**src/rtl/mw_pkg.sv**
```systemverilog
// Shared MEM/WB payload definitions: pipeline state encoding, field layout
// of the packed payload, and pack/unpack helpers for the MEM and WB stages.
package mw_pkg;

  typedef enum logic [1:0] {
    EMPTY = 2'd0,
    FULL  = 2'd1,
    SKID  = 2'd2
  } mw_state_e;

  localparam int MW_WIDTH   = 165;
  localparam int IR_W       = 32;
  localparam int WREG_W     = 5;
  localparam int RDATA_W    = 32;
  localparam int ALUOUT_W   = 32;
  localparam int PC_W       = 32;
  localparam int PC8_W      = 32;

  // PC8 occupies the low bits; IR sits at the top of the word.
  localparam int PC8_LSB    = 0;
  localparam int PC_LSB     = PC8_LSB + PC8_W;
  localparam int ALUOUT_LSB = PC_LSB + PC_W;
  localparam int RDATA_LSB  = ALUOUT_LSB + ALUOUT_W;
  localparam int WREG_LSB   = RDATA_LSB + RDATA_W;
  localparam int IR_LSB     = WREG_LSB + WREG_W;

  typedef struct packed {
    logic [IR_W-1:0]     ir;
    logic [WREG_W-1:0]   wreg;
    logic [RDATA_W-1:0]  rdata;
    logic [ALUOUT_W-1:0] aluout;
    logic [PC_W-1:0]     pc;
    logic [PC8_W-1:0]    pc8;
  } mw_fields_t;

  function automatic logic [MW_WIDTH-1:0] mw_pack(
    input logic [IR_W-1:0]     ir,
    input logic [WREG_W-1:0]   wreg,
    input logic [RDATA_W-1:0]  rdata,
    input logic [ALUOUT_W-1:0] aluout,
    input logic [PC_W-1:0]     pc,
    input logic [PC8_W-1:0]    pc8
  );
    logic [MW_WIDTH-1:0] word;
    word = {MW_WIDTH{1'b0}};
    word[IR_LSB     +: IR_W]     = ir;
    word[WREG_LSB   +: WREG_W]   = wreg;
    word[RDATA_LSB  +: RDATA_W]  = rdata;
    word[ALUOUT_LSB +: ALUOUT_W] = aluout;
    word[PC_LSB     +: PC_W]     = pc;
    word[PC8_LSB    +: PC8_W]    = pc8;
    return word;
  endfunction

  function automatic mw_fields_t mw_unpack(input logic [MW_WIDTH-1:0] word);
    mw_fields_t f;
    f.ir     = word[IR_LSB     +: IR_W];
    f.wreg   = word[WREG_LSB   +: WREG_W];
    f.rdata  = word[RDATA_LSB  +: RDATA_W];
    f.aluout = word[ALUOUT_LSB +: ALUOUT_W];
    f.pc     = word[PC_LSB     +: PC_W];
    f.pc8    = word[PC8_LSB    +: PC8_W];
    return f;
  endfunction

endpackage

```
**src/rtl/mw_pipe_stage.sv**
```systemverilog
// MEM/WB pipeline register with valid/ready handshake and 2-entry skid buffer.
// Optional stall counter enabled by defining STALL_CNT_EN.
module mw_pipe_stage
  import mw_pkg::*;
#(
  parameter int               WIDTH      = MW_WIDTH,
  parameter logic [WIDTH-1:0] BUBBLE_VAL = {WIDTH{1'b0}}
) (
  input  logic             CLK,
  input  logic             RESET,
  input  logic             FLUSH,
  input  logic             in_valid,
  output logic             in_ready,
  input  logic [WIDTH-1:0] in_data,
  output logic             out_valid,
  input  logic             out_ready,
  output logic [WIDTH-1:0] out_data,
  output logic [1:0]       occupancy
`ifdef STALL_CNT_EN
  ,
  output logic [31:0]      stall_cycles
`endif
);

  mw_state_e        state_r;
  logic [WIDTH-1:0] main_r;
  logic [WIDTH-1:0] skid_r;
  logic             in_ready_s;
  logic             out_valid_s;
  logic             accept_s;
  logic             consume_s;

  // Handshake flags depend only on registered state, never on out_ready.
  assign in_ready_s  = (state_r != SKID);
  assign out_valid_s = (state_r != EMPTY);
  assign accept_s    = in_valid && in_ready_s;
  assign consume_s   = out_valid_s && out_ready;

  assign in_ready  = in_ready_s;
  assign out_valid = out_valid_s;
  assign out_data  = out_valid_s ? main_r : BUBBLE_VAL;

  // Entry count from state.
  always_comb begin
    occupancy = 2'd0;
    case (state_r)
      EMPTY:   occupancy = 2'd0;
      FULL:    occupancy = 2'd1;
      SKID:    occupancy = 2'd2;
      default: occupancy = 2'd0;
    endcase
  end

  // State and storage update: reset, then flush, then handshake.
  always_ff @(posedge CLK) begin
    if (RESET) begin
      state_r <= EMPTY;
      main_r  <= BUBBLE_VAL;
      skid_r  <= BUBBLE_VAL;
    end else if (FLUSH) begin
      state_r <= EMPTY;
      main_r  <= BUBBLE_VAL;
      skid_r  <= BUBBLE_VAL;
    end else begin
      case (state_r)
        EMPTY: begin
          if (accept_s) begin
            main_r  <= in_data;
            state_r <= FULL;
          end
        end
        FULL: begin
          if (accept_s && consume_s) begin
            main_r <= in_data;
          end else if (consume_s) begin
            state_r <= EMPTY;
          end else if (accept_s) begin
            skid_r  <= in_data;
            state_r <= SKID;
          end
        end
        SKID: begin
          if (consume_s) begin
            main_r  <= skid_r;
            state_r <= FULL;
          end
        end
        default: begin
          state_r <= EMPTY;
        end
      endcase
    end
  end

`ifdef STALL_CNT_EN
  logic [31:0] stall_cnt_r;

  // Saturating count of cycles MEM was held off; FLUSH does not clear it.
  always_ff @(posedge CLK) begin
    if (RESET) begin
      stall_cnt_r <= 32'd0;
    end else if (in_valid && !in_ready_s && !FLUSH && (stall_cnt_r != 32'hFFFF_FFFF)) begin
      stall_cnt_r <= stall_cnt_r + 32'd1;
    end
  end

  assign stall_cycles = stall_cnt_r;
`endif

endmodule

```
**config.mk**
```make
export PLATFORM = sky130hd
export DESIGN_NAME = mw_pipe_stage
export DESIGN_NICKNAME = d
export VERILOG_FILES = /design/src/rtl/mw_pkg.sv /design/src/rtl/mw_pipe_stage.sv
export SDC_FILE = /design/constraint.sdc
export NUM_CORES = 1
export LEC_CHECK = 0
export CAP_MARGIN = 0
export CORE_ASPECT_RATIO = 0.8
export CORE_MARGIN = 4
export CORE_UTILIZATION = 40
export CTS_BUF_LIST = sky130_fd_sc_hd__clkbuf_16
export DETAILED_ROUTE_END_ITERATION = 7
export PLACE_DENSITY = 0.66
export SKIP_CTS_REPAIR_TIMING = 1
export SLEW_MARGIN = 5
export SYNTH_ARGS = -nofsm -noshare
export SYNTH_HDL_FRONTEND = slang
export SYNTH_SLANG_ARGS = --single-unit
export TNS_END_PERCENT = 20
```
**constraint.sdc**
```tcl
create_clock -name CLK -period 1.73 [get_ports CLK]
set_input_delay 0.346 -clock CLK [delete_from_list [all_inputs] [get_ports CLK]]
set_output_delay 0.346 -clock CLK [all_outputs]
set_load 0.05 [all_outputs]
```
==> metrics.cfg <==
[status]
status=finished, violations left
violations=negative setup slack

[setup_path]
timing.rr.start=state_r[0]
critPathCaptureType=output pin
crit_slowest_cell=dfxtp_2
max_stage_delay_ns=0.33
critPathLaunchType=register
worst-path-buf-inv=3
path_max_fanout=25
cp_top_family=simple AND/OR/NAND/NOR gates
path_cells=or2_4 -> buf_12 -> buf_12 -> and2_4 -> buf_12
cp.required_ns=1.38
path_common_cell=buf_12
crit_arrival_ns=1.80
critical_path_class=register to output pin
startpoint=state_r[0]

[clock_tree]
clkTransAtPathRegs_ns=0.06
clockBufferDepth=3
clockRootBuffer=clkbuf_16
cts_sinks=332
worstSkewPairLatency_ns=0.53
cts_tree=built
cts_buffers=37
cts-htree-levels=2

[synthesis]
synth_seq_area_share=0.4533
async_flop_share=0
yosys-top-cells-count=nand2_1 (661), dfxtp_1 (332), a21oi_1 (166), and2_1 (166)
synth.cell_area_mm2=0.01466
synth_top_area_cell=dfxtp_1
synthCells=1873
synth_edf_count=0
avgSynthCellArea_um2=7.829
synth_top_cell_area_share=0.4533
synth_cell_types=22
synthTopCellsByArea=dfxtp_1 (45%), nand2_1 (17%), a311oi_1 (9.9%)
yosysMostFrequentCell=nand2_1
dominantRegCellSynth=dfxtp_1
yosysWarnings=0
synthesis.nets=2043
yosys_register_bits=332

[sta]
max_freq_mhz=466.0
rsz0062_at_grt=yes
slew_viol_final=0
fin_hold_ws_ns=0.4002
period_needed_ns=2.146
setup_viol=384
hold_viol_final=0
fin_ws_ns=-0.4158
maxSlewHeadroom=0.6186
min_period_over_period=1.240
finalClockSkew_ns=0.02368
worstMarginPinSlew_ns=0.5720

[grt]
antenna_found_initial=11
grt_pass1_vias=14140
grt_overflow=0
grt_pass1_wl_um=78560
grt_use_total=0.2392
grt_max_degree=100

[pwr]
comb_power_share=0.132
power.internal_uw=13620
power.leakage_uw=0.008294
power.total_uw=18040
pwr-share-seq=0.442
peakVddDrop_mv=0.7374
p_sw_uw=4418
p_clk_frac=0.426
swShare=0.2449
powerDensity_mw_per_mm2=788.4

[routing]
viasPerCell=5.676
drt_drc_violations_left=0
wire_per_inst_um=19.74
ant_nets=0
drt_iter0_markers=1824
vias=15140
wl_um=52640
dr.pass1.iters=5

[placement]
place_hpwl_um=32730
gp_congestion=0.8040
pre_cts_ws_ns=-0.3787
io_buffers=338

[floorplan]
die_y_um=179.2
die_w_um=222.1
dieArea_mm2=0.03980
num_rows=62
ioPinCount=339
start_util=0.4065
core_area_mm2=0.03607

[final_layout]
syn_to_final_growth_pct=56.06
layout-drive-gt1-share=0.2329
fin_nets=2331

[min_path]
hold_path_class=primary input to register
min-delay-start=in_data[139]

[run]
cap_viol_max_count=0

[final cells by class]
| type | count | area [um2] |
|---|---|---|
| timing repair buffer | 450 | 6793 |
| fill | 2967 | 13190 |
| sequential | 332 | 6649 |
| clock buffer | 37 | 925.9 |
| inverter | 1 | 8.758 |
| antenna | 6 | 15.01 |
| multi-input combinational | 1339 | 7667 |
| clock inverter | 22 | 224.0 |
| tap | 480 | 600.6 |
[worst min-delay path: stages]
cell             delay, ns
clkdlybuf4s50_1       0.42
nand2_1               0.07
a21oi_1               0.05
[metal layers]
layer  up-vias  wire, um  global-route usage
met5         -        94                   0
met4        14      1658             0.07388
met3       122      4388             0.05435
met2       636     24610              0.3892
met1      7283     21890              0.3193
li1       7084         -                   -
[cells by family after synthesis]
logic type,Yosys count,share of synthesized area
flops,332,0.4533
buf+inv,203,0.05930
simple gates,838,0.2457
compound gates,500,0.2417
[flip-flops by register name, summed over array words and instances (netlist names)]
name and flops:
state_r 2, main_r 165, skid_r 165
[stage by stage]
| stage | util | cell area (um2) | TNS (ns) | cells |
|---|---|---|---|---|
| global placement | 0.5781 | 20860 | -95.15 | 2578 |
| detailed placement | 0.5781 | 20860 | -101.88 | 2578 |
| floorplan | - | 14690 | -8.722 | 1873 |
| finish | 0.6344 | 22880 | -65.99 | 2667 |
| global route | 0.6342 | 22880 | -90.33 | 2664 |
| CTS | 0.6100 | 22000 | -63.51 | 2637 |
[power groups by stage]
stage / clock (uW) / combinational (uW) / sequential (uW)
2_1_floorplan: 0 / 1060 / 8090
4_1_cts: 7820 / 2210 / 7950
3_3_place_gp: 0 / 2160 / 8110
3_5_place_dp: 0 / 2190 / 8120
5_1_grt: 8110 / 2540 / 7990
6_report: 7680 / 2390 / 7970
[worst paths after layout]
path              depth (start not counted)  slack [ns]      endpoint
setup / recovery                          5       -0.42  out_data[77]
hold / removal                            3        0.40   skid_r[139]
setup reg to reg                          8       -0.08    main_r[45]
hold reg to reg                           2        0.45     skid_r[2]
[cell usage in the layout, fill, tap and decap left out, types with 2 or more instances in the layout]
master	netlist	final
a311oi_2	0	12
dfxtp_1	332	330
clkdlybuf4s50_1	0	169
or2_4	0	3
buf_16	0	3
diode_2	0	6
clkbuf_16	0	46
nand2b_4	0	2
and2_1	166	11
buf_6	0	7
buf_4	2	42
clkinv_1	0	4
and2_4	0	155
bufinv_16	0	5
a21oi_1	166	166
inv_1	0	10
nand2_1	661	661
a211oi_1	165	165
dfxtp_2	0	2
buf_12	0	219
a311oi_1	165	153
Power figures use the tool's default switching activity.
